<file path="config.mk">
export PLATFORM = sky130hd
export DESIGN_NAME = toast_muldiv_seq
export DESIGN_NICKNAME = d
export VERILOG_FILES = /design/src/rtl/toast_pkg.sv /design/src/rtl/toast_muldiv_core.sv /design/src/rtl/toast_muldiv_seq.sv
export SDC_FILE = /design/constraint.sdc
export NUM_CORES = 1
export LEC_CHECK = 0
export ABC_AREA = 1
export BUFFER_PORTS_ARGS = -buffer_cell sky130_fd_sc_hd__buf_2
export CAP_MARGIN = 20
export CORE_MARGIN = 8
export CORE_UTILIZATION = 55
export DETAILED_ROUTE_END_ITERATION = 10
export MAX_ROUTING_LAYER = met4
export PLACE_DENSITY = 0.79
export SYNTH_ARGS = -nofsm -noshare
export SYNTH_HDL_FRONTEND = slang
export SYNTH_SLANG_ARGS = --single-unit
</file>
<file path="constraint.sdc">
create_clock -name clk_i -period 10.82 [get_ports clk_i]
set_clock_uncertainty 0.05 [all_clocks]
set_input_delay 0.541 -clock clk_i [delete_from_list [all_inputs] [get_ports clk_i]]
set_output_delay 0.541 -clock clk_i [all_outputs]
set_load 0.01 [all_outputs]
</file>
<file path="src/rtl/toast_pkg.sv">
// +------------------------------------------------------------------+
// | toast_pkg : shared types/constants for the RV32M muldiv sequencer |
// | Revision  : 1.0                                                   |
// +------------------------------------------------------------------+
`default_nettype none

package toast_pkg;

  typedef enum logic [2:0] {
    OP_MUL    = 3'b000,
    OP_MULH   = 3'b001,
    OP_MULHSU = 3'b010,
    OP_MULHU  = 3'b011,
    OP_DIV    = 3'b100,
    OP_DIVU   = 3'b101,
    OP_REM    = 3'b110,
    OP_REMU   = 3'b111
  } muldiv_op_t;

  typedef enum logic [1:0] {
    ST_IDLE = 2'd0,
    ST_PREP = 2'd1,
    ST_CALC = 2'd2,
    ST_DONE = 2'd3
  } muldiv_state_t;

  localparam int MULDIV_ITERS = 32;

endpackage

`default_nettype wire

</file>
<file path="src/rtl/toast_muldiv_core.sv">
// +------------------------------------------------------------------+
// | toast_muldiv_core : 64-bit accumulator with one-step shift-add /  |
// |                     restoring shift-subtract, advanced by i_step  |
// | Revision          : 1.0                                           |
// +------------------------------------------------------------------+
`default_nettype none

module toast_muldiv_core
  import toast_pkg::*;
#(
  parameter int XLEN = 32
) (
  input  logic              i_clk,
  input  logic              i_rst_n,
  input  logic              i_load,
  input  logic              i_step,
  input  logic              i_is_div,
  input  logic [XLEN-1:0]   i_opa,
  input  logic [XLEN-1:0]   i_opb,
  output logic [2*XLEN-1:0] o_acc_step
);

  logic [2*XLEN-1:0] r_acc;
  logic [XLEN-1:0]   r_opb;
  logic [XLEN-1:0]   w_addend;
  logic [XLEN:0]     w_sum;
  logic [XLEN:0]     w_rem_sh;
  logic [XLEN-1:0]   w_diff;
  logic              w_ge;

  // Upper half holds partial product / remainder, lower half the
  // multiplier bits still to consume / the quotient being built.
  always_comb begin
    w_addend   = r_acc[0] ? r_opb : '0;
    w_sum      = {1'b0, r_acc[2*XLEN-1:XLEN]} + {1'b0, w_addend};
    w_rem_sh   = r_acc[2*XLEN-1:XLEN-1];
    w_ge       = (w_rem_sh >= {1'b0, r_opb});
    w_diff     = w_rem_sh[XLEN-1:0] - r_opb;
    o_acc_step = {w_sum, r_acc[XLEN-1:1]};
    if (i_is_div) begin
      o_acc_step = w_ge ? {w_diff, r_acc[XLEN-2:0], 1'b1}
                        : {r_acc[2*XLEN-2:0], 1'b0};
    end
  end

  always_ff @(posedge i_clk or negedge i_rst_n) begin
    if (!i_rst_n) begin
      r_acc <= '0;
      r_opb <= '0;
    end else if (i_load) begin
      r_acc <= {{XLEN{1'b0}}, i_opa};
      r_opb <= i_opb;
    end else if (i_step) begin
      r_acc <= o_acc_step;
    end
  end

endmodule

`default_nettype wire

</file>
<file path="src/rtl/toast_muldiv_seq.sv">
// +------------------------------------------------------------------+
// | toast_muldiv_seq : iterative RV32M multiply/divide sequencer      |
// | Option           : TOAST_MULDIV_EARLY_OUT_EN skips CALC for       |
// |                    div-by-zero, signed overflow, zero multiplies  |
// | Revision         : 1.0                                            |
// +------------------------------------------------------------------+
`default_nettype none

module toast_muldiv_seq
  import toast_pkg::*;
#(
  parameter int XLEN = 32
) (
  input  logic            clk_i,
  input  logic            resetn_i,
  input  logic            flush_i,
  input  logic            start_i,
  input  logic [2:0]      op_i,
  input  logic [XLEN-1:0] op1_i,
  input  logic [XLEN-1:0] op2_i,
  output logic            stall_o,
  output logic            done_o,
  output logic [XLEN-1:0] result_o
);

  localparam logic [4:0] c_cnt_load = 5'(MULDIV_ITERS - 1);

  muldiv_state_t     r_state, w_next;
  muldiv_op_t        r_op;
  logic [XLEN-1:0]   r_op1, r_op2, r_result;
  logic [4:0]        r_cnt;

  logic              w_load, w_step, w_finish, w_early, w_accept;
  logic              w_is_div, w_sgn1, w_sgn2, w_neg1, w_neg2, w_div0;
  logic [XLEN-1:0]   w_abs1, w_abs2, w_quo, w_rem, w_calc_res, w_result;
  logic [2*XLEN-1:0] w_acc_step, w_prod;

  assign w_accept = start_i && !flush_i;
  assign w_is_div = r_op[2];
  assign w_sgn1   = (r_op != OP_MULHU) && (r_op != OP_DIVU) && (r_op != OP_REMU);
  assign w_sgn2   = w_sgn1 && (r_op != OP_MULHSU);
  assign w_neg1   = w_sgn1 && r_op1[XLEN-1];
  assign w_neg2   = w_sgn2 && r_op2[XLEN-1];
  assign w_abs1   = w_neg1 ? -r_op1 : r_op1;
  assign w_abs2   = w_neg2 ? -r_op2 : r_op2;
  assign w_div0   = (r_op2 == '0);

  toast_muldiv_core #(.XLEN(XLEN)) u_core (
    .i_clk      (clk_i),
    .i_rst_n    (resetn_i),
    .i_load     (w_load),
    .i_step     (w_step),
    .i_is_div   (w_is_div),
    .i_opa      (w_abs1),
    .i_opb      (w_abs2),
    .o_acc_step (w_acc_step)
  );

  // Fixup works on the final step value so result_o is registered on
  // the same edge that enters DONE. A zero divisor keeps the all-ones
  // quotient the engine naturally produces.
  always_comb begin
    w_prod = (w_neg1 ^ w_neg2) ? -w_acc_step : w_acc_step;
    w_quo  = ((w_neg1 ^ w_neg2) && !w_div0) ? -w_acc_step[XLEN-1:0]
                                             : w_acc_step[XLEN-1:0];
    w_rem  = w_neg1 ? -w_acc_step[2*XLEN-1:XLEN] : w_acc_step[2*XLEN-1:XLEN];
    case (r_op)
      OP_MUL:                      w_calc_res = w_prod[XLEN-1:0];
      OP_MULH, OP_MULHSU, OP_MULHU: w_calc_res = w_prod[2*XLEN-1:XLEN];
      OP_DIV, OP_DIVU:             w_calc_res = w_quo;
      default:                     w_calc_res = w_rem;
    endcase
  end

`ifdef TOAST_MULDIV_EARLY_OUT_EN
  logic            w_ovf, w_mul0;
  logic [XLEN-1:0] w_early_res;

  assign w_ovf  = w_sgn1 && (r_op1 == {1'b1, {(XLEN-1){1'b0}}}) && (r_op2 == '1);
  assign w_mul0 = (r_op1 == '0) || (r_op2 == '0);
  assign w_early = w_is_div ? (w_div0 || w_ovf) : w_mul0;

  // Overflow quotient equals the dividend itself (0x80000000).
  always_comb begin
    w_early_res = '0;
    if (w_is_div) begin
      if (w_div0) w_early_res = r_op[1] ? r_op1 : '1;
      else        w_early_res = r_op[1] ? '0 : r_op1;
    end
  end

  assign w_result = (r_state == ST_PREP) ? w_early_res : w_calc_res;
`else
  assign w_early  = 1'b0;
  assign w_result = w_calc_res;
`endif

  always_comb begin
    w_next   = r_state;
    w_load   = 1'b0;
    w_step   = 1'b0;
    w_finish = 1'b0;
    case (r_state)
      ST_IDLE: if (w_accept) w_next = ST_PREP;
      ST_PREP: begin
        if (flush_i) begin
          w_next = ST_IDLE;
        end else begin
          w_load = 1'b1;
          if (w_early) begin
            w_next   = ST_DONE;
            w_finish = 1'b1;
          end else begin
            w_next = ST_CALC;
          end
        end
      end
      ST_CALC: begin
        if (flush_i) begin
          w_next = ST_IDLE;
        end else begin
          w_step = 1'b1;
          if (r_cnt == '0) begin
            w_next   = ST_DONE;
            w_finish = 1'b1;
          end
        end
      end
      default: w_next = ST_IDLE;
    endcase
  end

  always_ff @(posedge clk_i or negedge resetn_i) begin
    if (!resetn_i) begin
      r_state  <= ST_IDLE;
      r_op     <= OP_MUL;
      r_op1    <= '0;
      r_op2    <= '0;
      r_cnt    <= '0;
      r_result <= '0;
    end else begin
      r_state <= w_next;
      if (r_state == ST_IDLE && w_accept) begin
        r_op  <= muldiv_op_t'(op_i);
        r_op1 <= op1_i;
        r_op2 <= op2_i;
      end
      if (w_load)      r_cnt <= c_cnt_load;
      else if (w_step) r_cnt <= r_cnt - 5'd1;
      if (w_finish)    r_result <= w_result;
    end
  end

  assign stall_o  = (r_state == ST_IDLE && w_accept) ||
                    (r_state == ST_PREP) || (r_state == ST_CALC);
  assign done_o   = (r_state == ST_DONE);
  assign result_o = r_result;

endmodule

`default_nettype wire
</file>
==> impl_metrics.ini, run 1 <==
[floorplan]
start_util_pct = 55.5
coreArea_sq_mm = 0.0363
dieWidth_um = 208
rows = 70
die_h_um = 208
die-area_sq_mm = 0.0431
ios = 105

[run]
cap_violations = 0

[yosys]
syn_area_per_cell_sq_um = 6.03
synth_warnings = 0
synth_edf_count = 0
syn_area_sq_mm = 0.0202
synth_seq_cells = 202
synth_top_area_share_pct = 25.1
netlist_top_cells_area = dfrtp_1 (25%), nand2_1 (19%), inv_1 (8.8%)
yosysTopAreaCell = dfrtp_1
synthDistinctLibCells = 53
synthFlopType = dfrtp_1
ys_seq_area_share_pct = 25.1
synthTopCellsByCount = nand2_1 (1039), inv_1 (472), nor2_1 (336)
synth_nets = 3489
synth.most_common_cell = nand2_1
syn_inst = 3346
async_reset_ff_share_pct = 100

[setup_path]
start_kind = flip-flop
crit_type = reg -> reg
crit_fanout = 41
cp.arrival_ps = 5340
endpoint_kind = flip-flop
worstReg2RegEnd = result_o[26]
rrSetupSlack_ps = 5870
worstRegToRegCells = 24
r2r_start = u_core.r_acc[38]
critPathRequiredTime_ps = 11210

[clock_network]
numClockSinks = 202
postCtsSetupRepairBufs = 0
h-tree-depth = 1
root_buffer = clkbuf_16
path_clk_slew_ps = 70
postCtsHoldBufs = 1
tritoncts = built
ctsResizeCount = 0
numCtsBuffers = 24
insertion_delay_ps = 560
clk_path_buf_depth = 3

[sta]
hold_ws_ps = 176
fin_crit_sh_pct = 45.8
slew_headroom_pct = 24.8
tightest_slew_ps = 1120
slew_viol_final = 0
tns_ps = 0
setup_ws_ps = 5870
min_period_ps = 4950
fmax_mhz = 202
rsz0062_at_grt = false
hold_viol = 0
setup_violations = 0

[layout]
syn2layout_area_growth_pct = 8.17
fin_nets = 3523
final_cell_count_no_fill = 3867
drive_above_1_share_pct = 9.48
fin_area_sq_mm = 0.0218
final_util_pct = 60.0

[min_path]
hold_start = op2_i[28]
min_to = r_op2[28]
hp-class = in -> reg
hold_depth = 2

[route]
drtIter0Drc = 2685
drtPass1Iterations = 6
drt-total-wl_um = 80300
drc = 0
via_per_inst = 5.94
vias = 23000
drtAntennaViolNets = 0
post_drt_wl_per_cell_um = 20.8

[placement]
finalWeightedCongestion = 1.04
dp_hpwl_um = 62100
place_area_sq_mm = 0.0209
dp_slack_ps = 6170
port_buffers = 104
dp.cells = 3821

[global_routing]
grt_overflow = 0
grtUsageTotal_pct = 37.3
grt.busiest_layer = met2
gr-usage-met2_pct = 56.4
grt_start_max_net_pins = 105
use_met3_pct = 5.36
grt_pass1_wl_um = 125000
antenna_found_initial = 5
grt_pass1_vias = 21700
use_met1_pct = 49.2

[outcome]
outcome = completed

[pwr]
power_mw = 7.99
power_leakage_nw = 11.8
power_density_mw_per_mm2 = 366
vdd_ir_drop_max_mv = 0.191
-- cell usage in the layout (no fill, tap or decap), types with 4 or more instances in the layout --
master	count
nand2_1	1039
inv_1	470
nor2_1	333
nand3_1	274
o21ai_0	216
dfrtp_1	201
a21oi_1	154
buf_2	103
xor2_1	79
ha_1	70
nand4_1	43
nor2_2	33
mux2_2	32
nor3_1	30
nand2_2	28
o21ai_1	26
clkbuf_16	25
buf_4	23
or2_2	19
o211ai_1	19
xnor2_1	19
o22ai_1	17
nand3_2	15
o221ai_1	8
a31oi_1	8
nor4_1	8
o21bai_1	8
nand3b_1	7
and2_1	7
clkbuf_8	7
inv_2	6
o31ai_1	5
o21ai_2	5
a221oi_1	5
bufinv_16	5
nor2_4	4
clkinv_1	4
o21a_1	4
a22oi_1	4
a211oi_1	4
-- worst max-delay path, cell delays in order, from the launching register on --
cell      delay, ps
dfrtp_1         430
ha_1            360
nand2_1         150
inv_1            60
nand2_1          70
nand2_1          70
inv_1            70
nand3_2         160
nand2_2         110
nand2_2          80
nand2_4         380
nand3_1         180
nand2_2         190
ha_1            200
nand3_1         210
nor3_2          330
inv_1           120
nor3_1          360
nand3_1         120
nand2_1         120
nand2_1          60
a221oi_1        670
nand2_1         120
nand3_1          90
nand2_1          50
-- report_power, final --
part / internal, mW / total (mW) / switching (mW)
clock network: 0.583 / 0.949 / 0.367
registers: 0.978 / 1.24 / 0.264
logic: 1.62 / 5.80 / 4.18
-- worst max-delay path by stage --
stage,start,to,slack (ps),cells past startpoint
floorplan,u_core.r_acc[40],result_o[30],7170,27
CTS,u_core.r_acc[38],result_o[26],6150,24
detailed placement,u_core.r_acc[38],result_o[14],6170,28
finish,u_core.r_acc[38],result_o[26],5870,24
global route,u_core.r_acc[38],result_o[18],5550,26
global placement,u_core.r_acc[50],result_o[26],6270,24
-- registers in the layout, indices dropped and copies added (netlist names) --
register,count
r_cnt,5
result_o,32
r_op,3
r_op2,32
u_core.r_opb,32
r_op1,32
u_core.r_acc,64
r_state,2
-- layout make-up --
cell class / instances / area [sq um]
Clock inverter: 10 / 188
Inverter: 481 / 1810
Antenna cell: 1 / 2.50
Clock buffer: 34 / 719
Sequential cell: 202 / 5060
Multi-Input combinational cell: 2543 / 12700
Fill cell: 3414 / 14500
Timing Repair Buffer: 128 / 712
Tap cell: 468 / 586
-- layer usage --
layer | share of wire, % | vias up | routed length, um
met2 | 43 | 1397 | 34700
met1 | 41 | 10600 | 33200
li1 | - | 10700 | -
met5 | 0 | - | 0
met3 | 10 | 259 | 8280
met4 | 5.2 | 0 | 4150
-- cells by family (layout without fill, tap and decap cells) --
kind of cell	Yosys count	after routing	share of synthesized area (%)
buffers and inverters	601	653	11.9
and+or+nand+nor	1853	1853	39.2
DFF	202	202	25.1
muxes	32	32	1.79
AOI/OAI and AO/OA	487	487	13.2
other	0	1	0
xor gates and xnor gates	99	99	4.30
adders and majority gates	72	72	4.54
Power figures use the tool's default switching activity.
==> run 2: changes to the inputs <==
Clock period 10.82 ns to 4.84 ns, I/O delays scaled along.
==> run 2 against run 1 <==
Effect of this change:
- critical path depth rose by 1
- hold slack lost 19 ps
- flip-flop and latch count stayed put
- largest power group unchanged
==> impl_metrics.ini, run 2 (same netlist as run 1, synthesis figures left out) <==
[sta]
min_period_ps = 4670
slew_headroom_pct = 30.5
setup_violations = 0
hold_ws_ps = 156
fmax_mhz = 214
tightest_slew_ps = 1040
hold_viol = 0
setup_ws_ps = 168
tns_ps = 0
fin_crit_sh_pct = 96.5
slew_viol_final = 0

[min_path]
min_to = r_cnt[1]
hold_depth = 3
hold_start = flush_i
hp-class = in -> reg

[setup_path]
rrSetupSlack_ps = 170
crit_path_max_incr_delay_ps = 600
cp.arrival_ps = 5070
crit_fanout = 10
worstReg2RegEnd = result_o[26]
crit_slowest_cell = a221oi_1
crit_family = simple AND/OR/NAND/NOR gates
r2r_start = u_core.r_acc[42]
crit_buf_inv = 4
worst_path_most_repeated_cell = nand2_1
worstRegToRegCells = 25
start_kind = flip-flop
critPathRequiredTime_ps = 5240
setup.worst_path.start = u_core.r_acc[42]
crit_type = reg -> reg
endpoint_kind = flip-flop
cp_num_cells = 25

[route]
routed-wl-met3_um = 8470
wl_met2_um = 35800
drc = 0
drtIter0Drc = 3184
drt-total-wl_um = 82500
post_drt_wl_per_cell_um = 20.9
drt-met1-wl_um = 33700
via_per_inst = 5.98
drtPass1Iterations = 6
vias = 23700
drtAntennaViolNets = 0
highest_layer = met4

[floorplan]
rows = 70
coreArea_sq_mm = 0.0363
ios = 105
dieWidth_um = 208
die-area_sq_mm = 0.0431
die_h_um = 208
start_util_pct = 55.5

[clock_network]
numCtsBuffers = 25
path_clk_slew_ps = 70
insertion_delay_ps = 570
clk_path_buf_depth = 3
numClockSinks = 202
tritoncts = built
h-tree-depth = 1
root_buffer = clkbuf_16

[outcome]
outcome = completed

[global_routing]
antenna_found_initial = 5
grt_pass1_wl_um = 127000
grtUsageTotal_pct = 38.1
grt_start_max_net_pins = 107
grt_overflow = 0
grt_pass1_vias = 22100

[placement]
dp_hpwl_um = 61900
dp_slack_ps = 169
port_buffers = 104
finalWeightedCongestion = 1.14

[layout]
final_common_cell = nand2_1
largest_register_ffs = 64
layout_common_cells = nand2_1 (1039), inv_1 (471), nor2_1 (332)
syn2layout_area_growth_pct = 12.2
largest_register = u_core.r_acc
fin_nets = 3616
drive_above_1_share_pct = 9.98
final_util_pct = 62.3

[pwr]
p_comb_share_pct = 73.9
power_frac_seq_pct = 15.5
power_density_mw_per_mm2 = 795
sw_frac_of_total_pct = 60.6
clockPowerShare_pct = 10.6
power_leakage_nw = 12.2
intPower_mw = 7.08
vdd_ir_drop_max_mv = 0.389
p_switching_mw = 10.9

[run]
cap_violations = 0
==> run 2: cell types whose count changed in the layout (fill, tap and decap cells not counted), sizes merged, moves of 3 or more <==
cell / before / now
clkinv: 7 / 10
dlygate4sd3: 1 / 68
buf: 126 / 151
bufinv: 5 / 1
==> run 2: power groups by stage <==
stage	combinational, mW	clock (mW)	sequential [mW]
floorplan	8.87	0	2.53
global placement	12.5	0	2.75
detailed placement	12.6	0	2.77
CTS	12.7	1.91	2.74
global route	14.4	1.97	2.82
finish	13.3	1.91	2.78
==> run 2: what timing repair did <==
action | 4_1_cts | 5_1_grt
endpoints found under the hold margin | 163 | 0
setup buffers | 0 | 2
endpoints found under the setup margin | 0 | 14
resized for setup | 0 | 7
hold buffers | 68 | 0
==> run 2: how the worst max path moves through the flow <==
stage and endpoint:
3_3_place_gp result_o[28], 5_1_grt result_o[14], 3_5_place_dp result_o[28], 2_1_floorplan result_o[30]
6_report result_o[26], 4_1_cts result_o[28]
==> run 2: worst reg2reg max path: stages, from the launching register on <==
cell,delay (ps)
dfrtp_1,490
ha_1,390
nand2_1,150
inv_1,50
nand2_1,60
nand2_1,110
nand2_1,90
nand2_1,60
inv_1,90
nand2_2,90
nand2_4,140
nand3_1,220
nand2_2,200
ha_1,230
nand3_2,180
nor3_4,230
inv_1,110
nor3_1,320
nand3_1,120
nand2_1,110
nand2_1,60
a221oi_1,600
buf_4,230
nand2_1,50
nand3_1,60
nand2_1,60
==> run 2: through the flow <==
stage | cells | total power [mW] | cell area, sq um
6_report | 3957 | 18.0 | 22600
5_1_grt | 3957 | 19.2 | 22600
4_1_cts | 3953 | 17.4 | 22600
3_5_place_dp | 3844 | 15.4 | 21100
3_3_place_gp | 3844 | 15.3 | 21100
2_1_floorplan | 3346 | 11.4 | 20200
==> run 2: metal layers <==
layer	GRT usage, %	up-vias
li1	-	10900
met1	49.5	10900
met2	58.1	1537
met3	6.23	292
met4	16.8	0
met5	-	-
==> run 2: cell type report <==
class                           instances  area (sq um)
Antenna cell                            2          5.00
Clock buffer                           32           702
Clock inverter                          9          92.6
Fill cell                            3423         13700
Inverter                              481          1810
Multi-Input combinational cell       2543         12800
Sequential cell                       202          5060
Tap cell                              468           586
Timing Repair Buffer                  220          1600
